File: config.mk
export PLATFORM = sky130hd
export DESIGN_NAME = pc_sequencer
export DESIGN_NICKNAME = d
export VERILOG_FILES = /design/src/rtl/cpu_pkg.sv /design/src/rtl/lifo_stack.sv /design/src/rtl/pc_sequencer.sv
export SDC_FILE = /design/constraint.sdc
export NUM_CORES = 1
export LEC_CHECK = 0
export BUFFER_PORTS_ARGS = -buffer_cell sky130_fd_sc_hd__buf_4
export CAP_MARGIN = 10
export CELL_PAD_IN_SITES_DETAIL_PLACEMENT = 0
export CELL_PAD_IN_SITES_GLOBAL_PLACEMENT = 1
export CORE_MARGIN = 3
export CORE_UTILIZATION = 49
export CTS_BUF_LIST = sky130_fd_sc_hd__clkbuf_16
export DETAILED_ROUTE_END_ITERATION = 8
export PLACE_DENSITY = 0.86
export SYNTH_ARGS = -nofsm -noshare
export SYNTH_HDL_FRONTEND = slang
export SYNTH_SLANG_ARGS = --single-unit
File: constraint.sdc
create_clock -name clk -period 3.55 [get_ports clk]
set_input_delay 0.8875 -clock clk [delete_from_list [all_inputs] [get_ports clk]]
set_output_delay 0.8875 -clock clk [all_outputs]
set_load 0.005 [all_outputs]
File: src/rtl/cpu_pkg.sv
// Shared defaults and helpers for the program-counter sequencer slice.
package cpu_pkg;

  localparam int unsigned PC_W_DEF       = 10;
  localparam int unsigned DEPTH_DEF      = 8;
  localparam int unsigned N_IRQ_DEF      = 8;
  localparam int unsigned VEC_BASE_DEF   = 'h3C0;
  localparam int unsigned VEC_STRIDE_DEF = 4;

  // Winning event of a cycle, in decreasing priority: reti, pop, push, entry, nxt.
  typedef enum logic [2:0] {
    ACT_NXT,
    ACT_ENTRY,
    ACT_PUSH,
    ACT_POP,
    ACT_RETI
  } act_e;

  // Occupancy counter width: must represent 0..depth inclusive.
  function automatic int unsigned sp_width(input int unsigned depth);
    return $clog2(depth) + 1;
  endfunction

endpackage

File: src/rtl/lifo_stack.sv
// Return-address LIFO: unreset storage, reset occupancy counter, top-of-stack read.
module lifo_stack
  import cpu_pkg::*;
#(
  parameter int unsigned WIDTH = PC_W_DEF,
  parameter int unsigned DEPTH = DEPTH_DEF
) (
  input  logic                        clk,
  input  logic                        reset,
  input  logic                        push,
  input  logic                        pop,
  input  logic [WIDTH-1:0]            din,
  output logic [WIDTH-1:0]            dout,
  output logic                        full,
  output logic                        empty,
  output logic [sp_width(DEPTH)-1:0]  sp
);

  localparam int unsigned AW = $clog2(DEPTH);
  localparam int unsigned SW = sp_width(DEPTH);

  logic [WIDTH-1:0] mem [DEPTH];
  logic [SW-1:0]    sp_r;
  logic [AW-1:0]    wr_idx;
  logic [AW-1:0]    top_idx;

  assign full    = (sp_r == SW'(DEPTH));
  assign empty   = (sp_r == '0);
  assign wr_idx  = sp_r[AW-1:0];
  assign top_idx = wr_idx - AW'(1);
  assign dout    = mem[top_idx];
  assign sp      = sp_r;

  // Storage write; contents deliberately not reset.
  always_ff @(posedge clk) begin
    if (push && !full) mem[wr_idx] <= din;
  end

  // Occupancy counter; push and pop are never asserted together by the owner.
  always_ff @(posedge clk or negedge reset) begin
    if (!reset)                 sp_r <= '0;
    else if (push && !full)     sp_r <= sp_r + SW'(1);
    else if (pop && !empty)     sp_r <= sp_r - SW'(1);
  end

endmodule

File: src/rtl/pc_sequencer.sv
// Program-counter sequencer with call/return stack and vectored interrupts.
module pc_sequencer
  import cpu_pkg::*;
#(
  parameter int unsigned      PC_W       = PC_W_DEF,
  parameter int unsigned      DEPTH      = DEPTH_DEF,
  parameter int unsigned      N_IRQ      = N_IRQ_DEF,
  parameter logic [PC_W-1:0]  VEC_BASE   = PC_W'(VEC_BASE_DEF),
  parameter int unsigned      VEC_STRIDE = VEC_STRIDE_DEF
) (
  input  logic                        clk,
  input  logic                        reset,
  input  logic                        s_inc,
  input  logic                        s_rel_pc,
  input  logic [PC_W-1:0]             target,
  input  logic                        push,
  input  logic                        pop,
  input  logic                        reti,
  input  logic [N_IRQ-1:0]            irq,
  input  logic                        mask_we,
  input  logic [N_IRQ-1:0]            mask_din,
  input  logic                        flag_clr,
  output logic [PC_W-1:0]             pc,
  output logic [N_IRQ-1:0]            irq_ack,
  output logic                        in_isr,
  output logic [sp_width(DEPTH)-1:0]  sp,
  output logic                        uflow,
  output logic                        oflow
);

  localparam int unsigned IW = (N_IRQ > 1) ? $clog2(N_IRQ) : 1;

  logic [PC_W-1:0]  pc_inc, seq, nxt, vec, pc_n, stk_din, stk_top;
  logic [N_IRQ-1:0] pending, mask, irq_q, req, irq_rise, ack_n, pend_clr;
  logic [IW-1:0]    irq_idx;
  logic             irq_found;
  logic             stk_push, stk_pop, stk_full, stk_empty;
  logic             in_isr_n, set_u, set_o;
  act_e             act;

  lifo_stack #(
    .WIDTH (PC_W),
    .DEPTH (DEPTH)
  ) u_stack (
    .clk   (clk),
    .reset (reset),
    .push  (stk_push),
    .pop   (stk_pop),
    .din   (stk_din),
    .dout  (stk_top),
    .full  (stk_full),
    .empty (stk_empty),
    .sp    (sp)
  );

  // Sequential / relative / absolute next-PC candidate.
  always_comb begin
    pc_inc = pc + PC_W'(1);
    seq    = pc + (s_rel_pc ? target : PC_W'(1));
    nxt    = s_inc ? seq : target;
  end

  // Rising-edge detect and lowest-index-first priority encoder over enabled pending lines.
  always_comb begin
    irq_rise  = irq & ~irq_q;
    req       = pending & mask;
    irq_found = 1'b0;
    irq_idx   = '0;
    for (int unsigned i = 0; i < N_IRQ; i++) begin
      if (req[i] && !irq_found) begin
        irq_found = 1'b1;
        irq_idx   = IW'(i);
      end
    end
    vec = VEC_BASE + PC_W'(irq_idx) * PC_W'(VEC_STRIDE);
  end

  // Select the winning event of the cycle.
  always_comb begin
    act = ACT_NXT;
    if (reti)                                  act = ACT_RETI;
    else if (pop)                              act = ACT_POP;
    else if (push)                             act = ACT_PUSH;
    else if (irq_found && !in_isr && !stk_full) act = ACT_ENTRY;
  end

  // Next-state values for PC, stack, ISR flag, acknowledge and sticky flags.
  always_comb begin
    pc_n     = nxt;
    stk_push = 1'b0;
    stk_pop  = 1'b0;
    stk_din  = pc_inc;
    in_isr_n = in_isr;
    ack_n    = '0;
    pend_clr = '0;
    set_u    = 1'b0;
    set_o    = 1'b0;
    case (act)
      ACT_RETI, ACT_POP: begin
        if (act == ACT_RETI) in_isr_n = 1'b0;
        if (stk_empty) begin
          set_u = 1'b1;
          pc_n  = pc_inc;
        end else begin
          stk_pop = 1'b1;
          pc_n    = stk_top;
        end
      end
      ACT_PUSH: begin
        if (stk_full) set_o    = 1'b1;
        else          stk_push = 1'b1;
      end
      ACT_ENTRY: begin
        stk_push = 1'b1;
        stk_din  = nxt;
        pc_n     = vec;
        in_isr_n = 1'b1;
        ack_n    = N_IRQ'(1) << irq_idx;
        pend_clr = N_IRQ'(1) << irq_idx;
      end
      default: ;
    endcase
  end

  // State registers; a fresh edge on a line being acknowledged keeps it pending.
  always_ff @(posedge clk or negedge reset) begin
    if (!reset) begin
      pc      <= '0;
      pending <= '0;
      mask    <= '0;
      irq_q   <= '0;
      in_isr  <= 1'b0;
      irq_ack <= '0;
      uflow   <= 1'b0;
      oflow   <= 1'b0;
    end else begin
      pc      <= pc_n;
      pending <= (pending & ~pend_clr) | irq_rise;
      irq_q   <= irq;
      if (mask_we) mask <= mask_din;
      in_isr  <= in_isr_n;
      irq_ack <= ack_n;
      uflow   <= set_u | (uflow & ~flag_clr);
      oflow   <= set_o | (oflow & ~flag_clr);
    end
  end

endmodule

==> results.sh, run 1 <==
export IMPL_status="completed"
export IMPL_syn_to_final_growth_pct=20.4
export IMPL_syn_num_nets=497
export IMPL_drt_first_pass_iters=5
export IMPL_fill_cells=895
export IMPL_cp_start_kind="input pin"
export IMPL_antenna_found_initial=0
export IMPL_synth_edf_count=80
export IMPL_use_met1_pct=28.4
export IMPL_max_cap_viol_count=0
export IMPL_via_per_inst=5.70
export IMPL_io_pins=60
export IMPL_wl_mm=13.0
export IMPL_synth_seq_cells=129
export IMPL_htree_levels=4
export IMPL_antenna_cells=0
export IMPL_slowest_delay_ps=630
export IMPL_grt_ovfl_total=0
export IMPL_dp_hpwl_mm=8.96
export IMPL_root_buffer="clkbuf_16"
export IMPL_clk_latency_ps=420
export IMPL_syn_area_sq_um=6060
export IMPL_drive_gt1_share_pct=27.3
export IMPL_die_h_um=117
export IMPL_ir_drop_mv=0.542
export IMPL_maxSlewViolCount=0
export IMPL_clock_sinks=129
export IMPL_grtUsageMet3_pct=5.30
export IMPL_worstHoldEndpoint="pending[5]"
export IMPL_cts_hold_buf=0
export IMPL_die_w_um=117
export IMPL_worstReg2RegEnd="u_stack.sp[3]"
export IMPL_final_period_utilization_pct=85.2
export IMPL_tns_ps=0
export IMPL_first_global_vias=4054
export IMPL_hold_depth=1
export IMPL_clockBufferDepth=2
export IMPL_grt_start_max_net_pins=50
export IMPL_synth_area_leaders="edfxtp_1 (40%), dfrtp_1 (20%), mux4_2 (7.4%), ha_1 (2.7%), mux2_2 (2.6%)"
export IMPL_relSlewSlack_pct=38.5
export IMPL_max_freq_ghz=0.330
export IMPL_yosysSeqAreaShare_pct=59.9
export IMPL_arrival_ps=3140
export IMPL_wire_per_inst_um=18.7
export IMPL_hold_viol=0
export IMPL_gp_congestion=0.839
export IMPL_cts_tree="done"
export IMPL_fin_crit_ps=3030
export IMPL_r2r_cells=11
export IMPL_drc_errors=0
export IMPL_groute_usage_overall_pct=20.5
export IMPL_crit_slowest_cell="nor3_1"
export IMPL_post_cts_buffers=0
export IMPL_ys_warn_count=0
export IMPL_row_count=39
export IMPL_crit_chain="buf_4, and2_1, ha_1, a21oi_2, o211ai_1, o2111a_1, nor3_1, nor3_1, nor3_1"
export IMPL_cts_resized_gates=0
export IMPL_post_synth_top_area_cell="edfxtp_1"
export IMPL_drtIter0Drc=374
export IMPL_hold_path_class="reg -> reg"
export IMPL_leakagePower_nw=2.87
export IMPL_clkSlewWorstSetupHoldPaths_ps=50
export IMPL_grt_busiest_layer="met2"
export IMPL_start_util_pct=51.5
export IMPL_reg2reg_from="u_stack.sp[1]"
export IMPL_hp_start="irq_q[5]"
export IMPL_cp_max_fo=11
export IMPL_die_area_sq_um=13700
export IMPL_regToRegSetupSlack_ps=620
export IMPL_core_region_area_sq_um=11800
export IMPL_rsz0062_at_grt="false"
export IMPL_grt_pass1_wl_mm=20.9
export IMPL_io_buffer_count=59
export IMPL_async_reset_ff_share_pct=38.0
export IMPL_syn_area_per_cell_sq_um=13.6
export IMPL_antenna_left=0
export IMPL_nets=572
export IMPL_pre_cts_ws_ps=87.0
export IMPL_cp_common_cell="nor3_1"
export IMPL_syn_inst=447
export IMPL_yosysTopAreaCellShare_pct=39.6
export IMPL_final_setup_viol_count=0
export IMPL_synth_distinct_cells=61
export IMPL_criticalPathCategory="in -> reg"
export IMPL_worst_slack_ps=524
export IMPL_grtUsageMet2_pct=31.7
export IMPL_clock_skew_ps=6.00
export IMPL_powerDensity_nw_per_um2=834
export IMPL_synth_ff_type="edfxtp_1"
export IMPL_dr_total_vias=3983
export IMPL_cp_required_ps=3660
export IMPL_cts_buffers=17
export IMPL_endpoint_kind="flip-flop"
export IMPL_worstMarginPinSlew_ps=914
power breakdown:
part	switching, mW	internal (mW)
Combinational	1.22	1.04
Sequential	0.199	1.97
Clock	0.634	1.02
Total	2.05	4.04
flip-flops by register name, summed over array words and instances, names as in the netlist:
name         count
pending          8
uflow            1
oflow            1
u_stack.sp       4
u_stack.mem     80
mask             8
pc              10
in_isr           1
irq_ack          8
irq_q            8
area by class of cell:
type | instances | area, sq um | share of cell area [%]
Multi-Input combinational cell | 282 | 2280 | 31.3
Inverter | 21 | 78.8 | 1.08
Sequential cell | 129 | 3630 | 49.7
Clock buffer | 17 | 425 | 5.83
Timing Repair Buffer | 71 | 533 | 7.30
Tap cell | 164 | 205 | 2.81
Clock inverter | 15 | 145 | 1.99
stage by stage:
| step | hold WS, ps | util [%] | cells | total power [mW] | cell area [sq um] |
|---|---|---|---|---|---|
| after CTS | 418 | 62.1 | 699 | 6.13 | 7300 |
| after global routing | 438 | 62.1 | 699 | 6.45 | 7300 |
| after detailed placement | 411 | 57.2 | 667 | 4.47 | 6730 |
| final | 414 | 62.1 | 699 | 6.09 | 7300 |
| after global placement | 402 | 57.2 | 667 | 4.38 | 6730 |
| after floorplan | 400 | - | 447 | 3.75 | 6060 |
critical path, delay by kind of cell:
family | cells | cell delay, ps
and+or+nand+nor | 4 | 1130
adders and majority gates | 1 | 340
AOI/OAI and AO/OA | 3 | 620
buffers and inverters | 1 | 150
layout by cell type, fill, tap and decap left out, types with 3 or more instances in the layout:
master and instances:
a211oi_1 6, a21oi_1 15, a22oi_1 7, a32o_1 3, and2_1 10, buf_4 71, clkbuf_16 17, clkinv_2 3
clkinvlp_4 6, dfrtp_1 49, edfxtp_1 80, ha_1 13, inv_1 21, mux2_2 14, mux2i_1 15, mux4_2 20
nand2_1 34, nand2b_1 4, nand3_1 12, nand3b_1 3, nand4_1 4, nor2_1 23, nor2b_1 3, nor3_1 13
o211ai_1 3, o21ai_0 21, o22ai_1 3, o31ai_1 4, xnor2_1 4, xor2_1 10
routing by layer:
metal  vias up  share of wire [%]
li1       1851                  -
met1      1991                 44
met2       124                 49
met3        17                5.2
met4         0                1.8
met5         -                  0
how the worst max path moves through the flow:
stage                             start                end  slack, ps  cells past startpoint
after global placement         s_rel_pc  u_stack.mem[1][9]        230                      9
after CTS                      s_rel_pc  u_stack.mem[6][9]        550                      9
after global routing           s_rel_pc  u_stack.mem[7][9]        310                     10
final                          s_rel_pc  u_stack.mem[7][9]        520                      9
after floorplan           u_stack.sp[0]  u_stack.mem[1][0]        430                     10
after detailed placement       s_rel_pc  u_stack.mem[1][9]         90                      9
logic make-up (layout without fill, tap and decap cells):
| group | count (synthesis) | after routing | share of synthesized area [%] |
|---|---|---|---|
| muxes | 49 | 49 | 12.5 |
| and+or+nand+nor | 124 | 124 | 10.9 |
| buffers and inverters | 36 | 124 | 2.48 |
| adders and majority gates | 15 | 15 | 3.34 |
| DFF | 129 | 129 | 59.9 |
| AOI/OAI and AO/OA | 79 | 79 | 8.67 |
| xor gates and xnor gates | 15 | 15 | 2.29 |
cell usage after synthesis, types with 12 or more instances:
cell	number
ha_1	13
a21oi_1	15
mux4_2	20
nor3_1	13
o21ai_0	21
nor2_1	23
nand2_1	34
edfxtp_1	80
dfrtp_1	49
inv_1	21
nand3_1	12
mux2i_1	15
mux2_2	14
(Power assumes the default switching activity.)
==> run 2: changes to the inputs <==
clock period = 2.85 ns   (was 3.55 ns; I/O delays follow)
==> run 2 against run 1 <==
- non-clock buffer count is 20 higher
- first-iteration DRC count rose by 7.0%
- die area unchanged
- count of clock-buffer cells in the layout is 3 higher
- largest cell class unchanged
- highest routed layer unchanged
==> results.sh, run 2 (synthesized netlist as in run 1, its figures left out) <==
export IMPL_root_buffer="clkbuf_16"
export IMPL_numPlacedInstances=687
export IMPL_clock_skew_ps=7.65
export IMPL_io_buffer_count=59
export IMPL_die_w_um=117
export IMPL_final_setup_viol_count=0
export IMPL_final_common_cell="buf_4"
export IMPL_grt_ovfl_total=0
export IMPL_first_global_vias=4304
export IMPL_antenna_cells=0
export IMPL_row_count=39
export IMPL_relSlewSlack_pct=46.4
export IMPL_antenna_left=0
export IMPL_clock_sinks=129
export IMPL_post_cts_buffers=0
export IMPL_status="completed"
export IMPL_largest_reg_flops=80
export IMPL_arrival_ps=2760
export IMPL_clockBufferDepth=2
export IMPL_max_freq_ghz=0.379
export IMPL_maxSlewViolCount=0
export IMPL_reg2reg_from="u_stack.sp[0]"
export IMPL_drive_gt1_share_pct=31.5
export IMPL_fin_crit_ps=2640
export IMPL_gp_congestion=0.901
export IMPL_grtUsageMet3_pct=5.09
export IMPL_grt_pass1_wl_mm=21.8
export IMPL_die_area_sq_um=13700
export IMPL_regToRegSetupSlack_ps=240
export IMPL_cp_max_fo=10
export IMPL_r2r_cells=11
export IMPL_via_per_inst=5.65
export IMPL_antenna_found_initial=0
export IMPL_core_region_area_sq_um=11800
export IMPL_design_area_sq_um=7550
export IMPL_cts_tree="done"
export IMPL_layout_common_cells="buf_4 (88), edfxtp_1 (80), dfrtp_1 (49), nand2_1 (34), inv_1 (22)"
export IMPL_top_register="u_stack.mem"
export IMPL_cts_hold_buf=0
export IMPL_hold_viol=0
export IMPL_cp_start_kind="input pin"
export IMPL_hold_path_class="in -> async"
export IMPL_groute_usage_overall_pct=21.5
export IMPL_criticalPathCategory="in -> reg"
export IMPL_htree_levels=4
export IMPL_cp_required_ps=2970
export IMPL_powerDensity_nw_per_um2=1050
export IMPL_wire_per_inst_um=18.7
export IMPL_die_h_um=117
export IMPL_drt_first_pass_iters=5
export IMPL_max_cap_viol_count=0
export IMPL_grt_start_max_net_pins=50
export IMPL_placed_cell_area_sq_um=6950
export IMPL_endpoint_kind="flip-flop"
export IMPL_wl_mm=13.4
export IMPL_rsz0062_at_grt="false"
export IMPL_grt_busiest_layer="met2"
export IMPL_leakagePower_nw=3.02
export IMPL_syn_to_final_growth_pct=24.6
export IMPL_finish_utilization_pct=64.2
export IMPL_final_period_utilization_pct=92.5
export IMPL_cts_buffers=17
export IMPL_use_met1_pct=29.2
export IMPL_worstMarginPinSlew_ps=795
export IMPL_io_pins=60
export IMPL_drc_errors=0
export IMPL_clk_latency_ps=410
export IMPL_clkSlewWorstSetupHoldPaths_ps=60
export IMPL_dp_hpwl_mm=9.44
export IMPL_ir_drop_mv=0.674
export IMPL_finalNonFillerCells=719
export IMPL_drtIter0Drc=400
export IMPL_worstReg2RegEnd="u_stack.sp[3]"
export IMPL_dr_total_vias=4062
export IMPL_nets=592
export IMPL_start_util_pct=51.5
export IMPL_top_regs="u_stack.mem x80, pc x10"
export IMPL_grtUsageMet2_pct=32.9
[run 2: cell count changes in the layout (fill, tap and decap cells not counted), moves of 2 or more]
| cell | previous run | this run |
|---|---|---|
| buf_12 | 0 | 3 |
| buf_4 | 71 | 88 |
| clkbuf_16 | 17 | 20 |
| clkinv_1 | 2 | 0 |
| clkinvlp_4 | 6 | 1 |
| nor2_1 | 23 | 20 |
| nor2_2 | 0 | 3 |
[run 2: metal layers]
metal,part of all wire [%],routed length [um],vias up
li1,-,-,1891
met1,44,5850,2026
met2,49,6630,121
met3,4.8,643,24
met4,2.2,293,0
met5,0,0,-
[run 2: worst max-delay path by stage]
stage / startpoint / endpoint / slack (ps) / cells after the start
2_1_floorplan: u_stack.sp[0] / u_stack.sp[3] / 20 / 13
3_3_place_gp: s_rel_pc / u_stack.mem[3][8] / -170 / 12
3_5_place_dp: s_rel_pc / u_stack.mem[1][8] / -300 / 12
4_1_cts: s_rel_pc / u_stack.mem[3][8] / 140 / 12
5_1_grt: s_rel_pc / u_stack.mem[7][5] / 20 / 10
6_report: s_rel_pc / u_stack.mem[7][4] / 210 / 11
[run 2: layout make-up]
type,instances,area [sq um]
fillers,866,4210
flip-flops and latches,129,3630
multi-input cells,282,2320
repair buffers,91,721
clock buffers,20,500
well taps,164,205
clock inverters,12,101
inverters,21,78.8
[run 2: worst max-delay path, cell delays in order]
cell,delay (ps)
buf_4,150
nand2b_1,80
ha_1,160
inv_1,50
fa_1,370
nor2b_1,170
buf_4,140
o21ai_0,60
a211oi_1,220
a21oi_1,100
mux2i_1,540
[run 2: timing repair]
action | 4_1_cts | 5_1_grt
gates resized for setup | 0 | 1
hold endpoints to repair | 0 | 0
endpoints found under the setup margin | 0 | 8
[run 2: report_power, final]
group | internal (mW) | switching [mW]
clock network | 1.35 | 0.794
logic | 1.46 | 1.69
registers | 2.45 | 0.151
[run 2: metrics by stage]
step	setup slack [ps]	TNS, ps	total power, mW	hold WS [ps]
floorplan	18.5	0	4.73	400
global placement	-166	-3690	5.69	403
detailed placement	-299	-7730	5.79	414
CTS	136	0	7.96	318
global route	20.0	0	8.37	347
finish	214	0	7.90	312
